$ cat src/rtl/jk_cmd_seq.sv
// jk_cmd_seq: queues {op,len} JK commands and replays each op on registered j,k for len+1 cycles.
// Latency: a command pushed into an empty FIFO while idle drives j,k from the next edge; queued commands chain with no gap.
// Backpressure: cmd_ready drops only while the FIFO holds DEPTH entries; it never looks at cmd_valid or a same-cycle pop.
//
// Ports (jk_cmd_fifo):
//   clk, reset            rising-edge clock, synchronous active-high reset (empties the FIFO)
//   push, push_dat        write push_dat at the tail; caller only pushes when not full
//   pop                   drop the head entry; caller only pops when not empty
//   head_dat, level       current head entry and number of stored entries
//
// Ports (jk_cmd_seq):
//   clk, reset            rising-edge clock, synchronous active-high reset
//   cmd_valid/cmd_ready   command handshake; {cmd_op, cmd_len} captured when both are 1
//   cmd_op, cmd_len       {j,k} code (00 hold, 01 clear, 10 set, 11 toggle) and repeat count
//   j, k                  registered drive to the downstream JK flip-flop
//   busy                  a command is being issued
//   q_exp                 predicted q of the downstream flip-flop
//   fifo_level            queued entries, not counting the one in issue

module jk_cmd_fifo #(
   parameter int DEPTH = 4,
   parameter int W     = 6
) (
   input  logic                     clk,
   input  logic                     reset,
   input  logic                     push,
   input  logic [W-1:0]             push_dat,
   input  logic                     pop,
   output logic [W-1:0]             head_dat,
   output logic [$clog2(DEPTH):0]   level
);

   localparam int AW = $clog2(DEPTH);
   localparam int LW = AW + 1;
   localparam logic [AW-1:0] PTR_ONE = AW'(1);
   localparam logic [LW-1:0] LVL_ONE = LW'(1);

   logic [W-1:0]  mem [DEPTH];
   logic [AW-1:0] wr_ptr;
   logic [AW-1:0] rd_ptr;

   // Storage needs no reset: level/pointers decide what is valid.
   always_ff @(posedge clk) begin
      if (push && !reset) begin
         mem[wr_ptr] <= push_dat;
      end
   end

   // DEPTH is a power of two, so the pointers wrap modulo DEPTH by plain overflow.
   always_ff @(posedge clk) begin
      if (reset) begin
         wr_ptr <= '0;
         rd_ptr <= '0;
         level  <= '0;
      end else begin
         if (push) begin
            wr_ptr <= wr_ptr + PTR_ONE;
         end
         if (pop) begin
            rd_ptr <= rd_ptr + PTR_ONE;
         end
         case ({push, pop})
            2'b10:   level <= level + LVL_ONE;
            2'b01:   level <= level - LVL_ONE;
            default: level <= level;
         endcase
      end
   end

   assign head_dat = mem[rd_ptr];

endmodule

module jk_cmd_seq #(
   parameter int DEPTH = 4,
   parameter int CNT_W = 4
) (
   input  logic                     clk,
   input  logic                     reset,
   input  logic                     cmd_valid,
   output logic                     cmd_ready,
   input  logic [1:0]               cmd_op,
   input  logic [CNT_W-1:0]         cmd_len,
   output logic                     j,
   output logic                     k,
   output logic                     busy,
   output logic                     q_exp,
   output logic [$clog2(DEPTH):0]   fifo_level
);

   localparam int LW = $clog2(DEPTH) + 1;
   localparam int EW = CNT_W + 2;

   localparam logic [0:0] IDLE  = 1'b0;
   localparam logic [0:0] ISSUE = 1'b1;

   localparam logic [LW-1:0]    FULL_LVL = LW'(DEPTH);
   localparam logic [CNT_W-1:0] CNT_ONE  = CNT_W'(1);

   logic [0:0]       state_q;
   logic [CNT_W-1:0] rem_q;
   logic [LW-1:0]    level;
   logic [EW-1:0]    head;
   logic             push;
   logic             pop;
   logic             fifo_empty;
   logic             issue_done;

   // Ready is purely a function of stored level so it can't form a loop with
   // upstream valid, and a pop in the same cycle does not open an extra slot.
   assign cmd_ready  = (level < FULL_LVL);
   assign push       = cmd_valid && cmd_ready && !reset;
   assign fifo_empty = (level == '0);

   // The current command finishes this edge when idle or on its last cycle;
   // popping then gives gap-free chaining of queued commands.
   assign issue_done = (state_q == IDLE) || (rem_q == '0);
   assign pop        = issue_done && !fifo_empty && !reset;

   jk_cmd_fifo #(
      .DEPTH (DEPTH),
      .W     (EW)
   ) u_fifo (
      .clk      (clk),
      .reset    (reset),
      .push     (push),
      .push_dat ({cmd_op, cmd_len}),
      .pop      (pop),
      .head_dat (head),
      .level    (level)
   );

   // j,k double as the op register of the command in issue; rem_q counts the
   // cycles still to come after the current one, so len = max never overflows.
   always_ff @(posedge clk) begin
      if (reset) begin
         state_q <= IDLE;
         rem_q   <= '0;
         j       <= 1'b0;
         k       <= 1'b0;
      end else if (pop) begin
         state_q <= ISSUE;
         rem_q   <= head[CNT_W-1:0];
         j       <= head[CNT_W+1];
         k       <= head[CNT_W];
      end else if ((state_q == ISSUE) && (rem_q != '0)) begin
         rem_q   <= rem_q - CNT_ONE;
      end else begin
         state_q <= IDLE;
         rem_q   <= '0;
         j       <= 1'b0;
         k       <= 1'b0;
      end
   end

   // Mirrors the downstream flip-flop, which samples the same registered j,k.
   always_ff @(posedge clk) begin
      if (reset) begin
         q_exp <= 1'b0;
      end else begin
         case ({j, k})
            2'b01:   q_exp <= 1'b0;
            2'b10:   q_exp <= 1'b1;
            2'b11:   q_exp <= ~q_exp;
            default: q_exp <= q_exp;
         endcase
      end
   end

   assign busy       = (state_q == ISSUE);
   assign fifo_level = level;

endmodule

$ cat config.mk
export PLATFORM = sky130hd
export DESIGN_NAME = jk_cmd_seq
export DESIGN_NICKNAME = d
export VERILOG_FILES = /design/src/rtl/jk_cmd_seq.sv
export SDC_FILE = /design/constraint.sdc
export NUM_CORES = 1
export LEC_CHECK = 0
export ABC_CLOCK_PERIOD_IN_PS = 3000
export BUFFER_PORTS_ARGS = -buffer_cell sky130_fd_sc_hd__buf_2
export CORE_MARGIN = 3
export CORE_UTILIZATION = 45
export CTS_CLUSTER_DIAMETER = 150
export DETAILED_ROUTE_END_ITERATION = 8
export PLACE_DENSITY_LB_ADDON = 0.1
export SLEW_MARGIN = 20
export SYNTH_ARGS = -nofsm -noshare
export SYNTH_HDL_FRONTEND = slang
export SYNTH_SLANG_ARGS = --single-unit
$ cat constraint.sdc
create_clock -name clk -period 3 [get_ports clk]
set_input_delay 0 -clock clk [delete_from_list [all_inputs] [get_ports clk]]
set_output_delay 0 -clock clk [all_outputs]
set_load 0.05 [all_outputs]
==> results of run 1 <==
[cells by family (layout without fill, tap and decap cells)]
family,Yosys count,after routing
mux,10,10
buf+inv,15,42
simple gates,22,22
flops,41,41
compound gates,14,14
xor+xnor,5,5
fa+ha+maj,8,8
[cell usage after synthesis (2+ instances only)]
cell type                  instances  area (µm²)
sky130_fd_sc_hd__a21oi_1           4        20.0
sky130_fd_sc_hd__a32o_1            3        30.0
sky130_fd_sc_hd__a32o_2            2        22.5
sky130_fd_sc_hd__and2_1            4        25.0
sky130_fd_sc_hd__clkbuf_1          2        7.51
sky130_fd_sc_hd__dfxtp_1          17         340
sky130_fd_sc_hd__edfxtp_1         24         721
sky130_fd_sc_hd__ha_1              7        87.6
sky130_fd_sc_hd__inv_1            12        45.0
sky130_fd_sc_hd__mux2_2            3        33.8
sky130_fd_sc_hd__mux4_2            6         135
sky130_fd_sc_hd__nand2_1           2        7.51
sky130_fd_sc_hd__nor2_1            9        33.8
sky130_fd_sc_hd__nor3_1            2        10.0
sky130_fd_sc_hd__xor2_1            4        35.0
[worst max-delay path by stage]
stage | startpoint | end
floorplan | rem_q[0] | u_fifo.level[2]
global placement | rem_q[0] | u_fifo.level[2]
detailed placement | rem_q[0] | u_fifo.level[2]
CTS | rem_q[0] | u_fifo.level[2]
global route | rem_q[0] | u_fifo.level[2]
finish | rem_q[0] | u_fifo.level[2]
[flip-flops by register name, summed over array words and instances (netlist names), named ones only]
register	count
k	1
j	1
q_exp	1
u_fifo.mem	24
rem_q	4
busy	1
u_fifo.wr_ptr	2
u_fifo.rd_ptr	2
u_fifo.level	3
[per-layer routing]
metal / vias to the layer above / global-route usage / share of wire
li1: 465 / - / -
met4: 0 / 0.0608 / 0.0060
met5: - / 0 / 0
met3: 2 / 0.0549 / 0.044
met2: 19 / 0.242 / 0.52
met1: 465 / 0.183 / 0.43
[power breakdown]
group / total, mW / switching (mW) / leakage (nW) / internal [mW]
Sequential: 0.765 / 0.0803 / 0.357 / 0.684
Clock: 0.448 / 0.199 / 0.0543 / 0.249
Combinational: 0.586 / 0.345 / 0.323 / 0.241
[what timing repair did]
action,CTS,global route
hold endpoints to repair,24,0
buffers inserted,0,0
hold buffers,6,0
[area by class of cell]
type	instances	area (µm²)	area share
inverter	12	45.0	0.0226
multi-input combinational	59	571	0.287
sequential	41	1060	0.533
tap	46	57.6	0.0289
clock inverter	3	46.3	0.0233
clock buffer	5	68.8	0.0346
timing repair buffer	22	140	0.0704
==> results.sh, run 1 <==
export IMPL_run_status="finished, final reports clean"
export IMPL_ys_async_sr_fraction=0
export IMPL_area_delta_synth_final_pct=17.8
export IMPL_final_instance_count_excl_fill=188
export IMPL_final_common_cell="sky130_fd_sc_hd__edfxtp_1"
export IMPL_route_detailed_drc=0
export IMPL_detailed_place_area_mm2=0.00181
export IMPL_worstSetupPathType="reg2reg"
export IMPL_fp_row_count=21
export IMPL_achievable_frequency_mhz=361
export IMPL_synth_yosys_warnings=0
export IMPL_placement_io_buffers=16
export IMPL_worst_path_dominant_cell_family="adder cells"
export IMPL_place_congestion=0.728
export IMPL_largest_net_degree_at_the_start_of_global_routing=16
export IMPL_route_final_wire_length_mm=2.83
export IMPL_setup_violations_final=0
export IMPL_timing_critical_path_fanout_max=7
export IMPL_min_delay_start="reset"
export IMPL_post_layout_total_power_mw=1.80
export IMPL_critical_path_slowest_cell="sky130_fd_sc_hd__or3b_4"
export IMPL_whs_endpoint="u_fifo.level[1]"
export IMPL_cp_data_arrival_time_ns=3.00
export IMPL_startpoint_type="register"
export IMPL_total_global_routing_overflow=0
export IMPL_clockBufferDepth=2
export IMPL_rsz0062_at_grt="false"
export IMPL_initial_antenna_violation_count=0
export IMPL_drt_vias_per_instance=5.06
export IMPL_period_needed_ns=2.77
export IMPL_core_region_area_mm2=0.00347
export IMPL_fin_worst_hold_slack_ns=0.0646
export IMPL_vias_in_the_first_global_route=1002
export IMPL_cts_repair_resize_count=0
export IMPL_dr_total_vias=951
export IMPL_r2r_cells=10
export IMPL_synth_compound_area_frac=0.0719
export IMPL_register_bit_count_reported_by_yosys=41
export IMPL_clock_root_buffer="sky130_fd_sc_hd__clkbuf_8"
export IMPL_min_period_over_period=0.923
export IMPL_synth_mux_area_frac=0.106
export IMPL_synth_xor_xnor_area_share=0.0259
export IMPL_sequential_cell_area_fraction_in_the_yosys_report=0.628
export IMPL_setup_tns_ns=0
export IMPL_nets=158
export IMPL_cts_made_buffers=5
export IMPL_power_leakage_nw=0.734
export IMPL_synth_area_per_cell_um2=14.7
export IMPL_ys_types=29
export IMPL_grt_use_total=0.150
export IMPL_detailedRoute_firstPassIterationCount=4
export IMPL_num_antenna_cells=0
export IMPL_type_of_the_most_critical_hold_path="in2reg"
export IMPL_main_combinational_cell_family_by_area_after_synthesis="multiplexers"
export IMPL_die_area_mm2=0.00452
export IMPL_number_of_enable_flip_flop_cells_after_synthesis=24
export IMPL_final_core_utilization=0.574
export IMPL_post_synth_inst_count=115
export IMPL_timing_critical_path_cells="inv_1 -> ha_1 -> or3b_4 -> a211oi_4 -> ha_1 -> inv_1 -> fa_1 -> xor2_1 -> or3_1 -> a21oi_1"
export IMPL_worst_setup_hold_path_clk_slew_ns=0.08
export IMPL_io_pins=17
export IMPL_first_pass_grt_wire_length_mm=4.76
export IMPL_cts_tree="yes"
export IMPL_die_w_um=67.3
export IMPL_end_kind="register"
export IMPL_tightestPinTransition_ns=0.627
export IMPL_worstPathBufferInverterCount=2
export IMPL_synth_nets=132
export IMPL_mappedNetlistArea_mm2=0.00169
export IMPL_maxCapViolations=0
export IMPL_wl_per_cell_um=15.0
export IMPL_clock_sinks=41
export IMPL_cpPeakStageDelay_ns=0.41
export IMPL_clk_insertion_delay_late_ns=0.29
export IMPL_cell_area_power_density_mw_per_mm2=905
export IMPL_n_fill_cell=292
export IMPL_irDropWorstVdd_mv=0.381
export IMPL_drt_first_iter_violations=23
export IMPL_final_hold_viol_count=0
export IMPL_post_place_ws_ns=0.305
export IMPL_hpwl_mm=1.94
export IMPL_dpl_cells=174
export IMPL_crit_reg2reg_capture="u_fifo.level[2]"
export IMPL_fin_area_mm2=0.00199
export IMPL_relSlewSlack=0.579
export IMPL_post_route_cells_drive_above_1_share=0.268
export IMPL_initial_utilization=0.487
export IMPL_synth_simple_gate_area_share=0.0704
export IMPL_slew_violations=0
export IMPL_holdPathStages=2
export IMPL_die_height_um=67.3
export IMPL_ys_dominant_reg_cell="sky130_fd_sc_hd__edfxtp_1"
export IMPL_final_cell_mix="sky130_fd_sc_hd__edfxtp_1 (24), sky130_fd_sc_hd__dfxtp_1 (17), sky130_fd_sc_hd__buf_2 (16)"
export IMPL_timing_final_ws_setup_ns=0.231
export IMPL_timing_critical_path_depth=10
export IMPL_synthAdderAreaFrac=0.0637
export IMPL_critical_path_required_ns=3.23
export IMPL_rr_startpoint="rem_q[0]"
export IMPL_r2r_slack_ns=0.23
export IMPL_number_of_antenna_violating_nets_in_the_routed_design=0
export IMPL_cts_max_level=2
export IMPL_fin_worst_skew_ns=0.0105
No activity file was read; power rests on OpenSTA's default activity.
==> run 2: changes to the inputs <==
--- a/config.mk
+++ b/config.mk
@@ -5,7 +5,7 @@
 export SDC_FILE = /design/constraint.sdc
 export NUM_CORES = 1
 export LEC_CHECK = 0
-export ABC_CLOCK_PERIOD_IN_PS = 3000
+export ABC_CLOCK_PERIOD_IN_PS = 2600
 export BUFFER_PORTS_ARGS = -buffer_cell sky130_fd_sc_hd__buf_2
 export CORE_MARGIN = 3
 export CORE_UTILIZATION = 45
==> constraint.sdc (replaced) <==
create_clock -name clk -period 2.6 [get_ports clk]
set_input_delay 0 -clock clk [delete_from_list [all_inputs] [get_ports clk]]
set_output_delay 0 -clock clk [all_outputs]
set_load 0.05 [all_outputs]
==> run 2 against run 1 <==
  * Register-to-register slack worse by 0.14 ns
  * Die area unchanged
  * Cell count is 1.1% higher
  * Power up 16%
  * Clock skew is 0.0054 ns lower
  * Sequential cell count did not move
  * Design area grew 0.88%
  * Critical endpoint unchanged
  * Largest cell class unchanged
  * Sequential share of layout area shrank 0.47 points
==> results.sh, run 2 (synthesis results as in run 1) <==
export IMPL_run_status="finished, final reports clean"
export IMPL_power_leakage_nw=0.743
export IMPL_cell_area_power_density_mw_per_mm2=1040
export IMPL_type_of_the_most_critical_hold_path="in2reg"
export IMPL_tightestPinTransition_ns=0.647
export IMPL_detailedRoute_firstPassIterationCount=4
export IMPL_pwr_share_comb=0.334
export IMPL_maxCapViolations=0
export IMPL_slew_violations=0
export IMPL_setup_tns_ns=0
export IMPL_post_layout_total_power_mw=2.09
export IMPL_post_route_cells_drive_above_1_share=0.285
export IMPL_place_congestion=0.705
export IMPL_cts_max_level=2
export IMPL_dpl_cells=175
export IMPL_final_core_utilization=0.579
export IMPL_number_of_antenna_violating_nets_in_the_routed_design=0
export IMPL_cts_made_buffers=5
export IMPL_timing_critical_path_mode_cell="sky130_fd_sc_hd__inv_1"
export IMPL_fp_row_count=21
export IMPL_num_antenna_cells=0
export IMPL_irDropWorstVdd_mv=0.490
export IMPL_crit_path_start="rem_q[0]"
export IMPL_fin_worst_skew_ns=0.00512
export IMPL_route_detailed_drc=0
export IMPL_top_register="u_fifo.mem"
export IMPL_route_final_wire_length_mm=2.73
export IMPL_timing_critical_path_fanout_max=5
export IMPL_post_place_ws_ns=0.0494
export IMPL_detailed_place_area_mm2=0.00182
export IMPL_power_switching_fraction=0.341
export IMPL_largest_net_degree_at_the_start_of_global_routing=16
export IMPL_hpwl_mm=1.87
export IMPL_switching_power_uw=712
export IMPL_grt_use_total=0.142
export IMPL_fin_area_mm2=0.00201
export IMPL_min_period_over_period=0.964
export IMPL_layout_top_registers="u_fifo.mem x24, rem_q x4, u_fifo.level x3"
export IMPL_most_used_routing_layer_in_global_routing="met2"
export IMPL_initial_antenna_violation_count=0
export IMPL_final_common_cell="sky130_fd_sc_hd__edfxtp_1"
export IMPL_clockBufferDepth=2
export IMPL_cpPeakStageDelay_ns=0.41
export IMPL_grtUsageMet2=0.217
export IMPL_initial_utilization=0.487
export IMPL_achievable_frequency_mhz=399
export IMPL_critical_path_required_ns=2.82
export IMPL_critical_path_slowest_cell="sky130_fd_sc_hd__or3b_4"
export IMPL_power_clock_fraction=0.244
export IMPL_drt_vias_per_instance=4.98
export IMPL_p_int_mw=1.37
export IMPL_nets=160
export IMPL_cp_data_arrival_time_ns=2.73
export IMPL_end_kind="register"
export IMPL_use_met1=0.174
export IMPL_min_delay_start="reset"
export IMPL_total_global_routing_overflow=0
export IMPL_share_seq_of_total_power=0.423
export IMPL_met3_usage_grt=0.0666
export IMPL_fin_worst_hold_slack_ns=0.0643
export IMPL_area_delta_synth_final_pct=18.8
export IMPL_rsz0062_at_grt="false"
export IMPL_placement_io_buffers=16
export IMPL_core_region_area_mm2=0.00347
export IMPL_cts_tree="yes"
export IMPL_setup_violations_final=0
export IMPL_r2r_slack_ns=0.09
export IMPL_vias_in_the_first_global_route=923
export IMPL_period_needed_ns=2.51
export IMPL_timing_final_ws_setup_ns=0.0936
export IMPL_first_pass_grt_wire_length_mm=4.44
export IMPL_final_cell_mix="sky130_fd_sc_hd__edfxtp_1 (24), sky130_fd_sc_hd__dfxtp_1 (17), sky130_fd_sc_hd__buf_2 (16)"
export IMPL_clock_sinks=41
export IMPL_worstSetupPathType="reg2reg"
export IMPL_io_pins=17
export IMPL_dr_total_vias=947
export IMPL_largest_register_ff_count=24
export IMPL_relSlewSlack=0.566
export IMPL_die_w_um=67.3
export IMPL_wl_per_cell_um=14.4
export IMPL_clock_root_buffer="sky130_fd_sc_hd__clkbuf_8"
export IMPL_final_hold_viol_count=0
export IMPL_rr_startpoint="rem_q[0]"
export IMPL_die_height_um=67.3
export IMPL_final_instance_count_excl_fill=190
export IMPL_die_area_mm2=0.00452
export IMPL_drt_first_iter_violations=77
export IMPL_clk_insertion_delay_late_ns=0.29
export IMPL_startpoint_type="register"
export IMPL_worst_setup_hold_path_clk_slew_ns=0.08
export IMPL_timing_critical_path_cells="inv_1 -> ha_1 -> or3b_4 -> a211oi_4 -> ha_2 -> inv_1 -> fa_1 -> xor2_1 -> or3_1 -> a21oi_1"
## run 2: worst max-delay path: cells and delay by family, from the launching register on
family / cells / cell delay [ns]
and+or+nand+nor: 2 / 0.71
DFF: 1 / 0.31
AOI/OAI and AO/OA: 2 / 0.38
buffers and inverters: 2 / 0.15
xor gates and xnor gates: 1 / 0.16
adders and majority gates: 3 / 0.74
## run 2: power groups by stage
| stage | Combinational [mW] | Sequential [mW] | Clock (mW) |
|---|---|---|---|
| floorplan | 0.443 | 0.982 | 0 |
| global placement | 0.667 | 0.894 | 0 |
| detailed placement | 0.674 | 0.897 | 0 |
| CTS | 0.687 | 0.884 | 0.521 |
| global route | 0.761 | 0.899 | 0.551 |
| finish | 0.696 | 0.882 | 0.508 |
## run 2: final cells by class
type,instances,area (µm²)
Sequential cell,41,1060
Multi-Input combinational cell,59,573
Fill cell,283,1460
Inverter,12,45.0
Clock inverter,3,46.3
Clock buffer,5,68.8
Timing Repair Buffer,24,155
Tap cell,46,57.6
## run 2: worst paths after layout
kind,depth (start not counted),to
setup / recovery,10,u_fifo.level[2]
hold reg to reg,2,q_exp
setup reg to reg,10,u_fifo.level[2]
hold / removal,2,u_fifo.level[1]
## run 2: timing repair
| action | CTS | global route |
|---|---|---|
| setup endpoints to repair | 0 | 1 |
| resized for setup | 0 | 1 |
| setup buffers | 0 | 1 |
| endpoints found under the hold margin | 24 | 0 |
| hold buffers | 6 | 0 |
## run 2: routing by layer
metal,part of all wire,routed length [µm],vias to the layer above
li1,-,-,473
met1,0.45,1230,453
met2,0.50,1350,17
met3,0.040,108,4
met4,0.013,35,0
met5,0,0,-
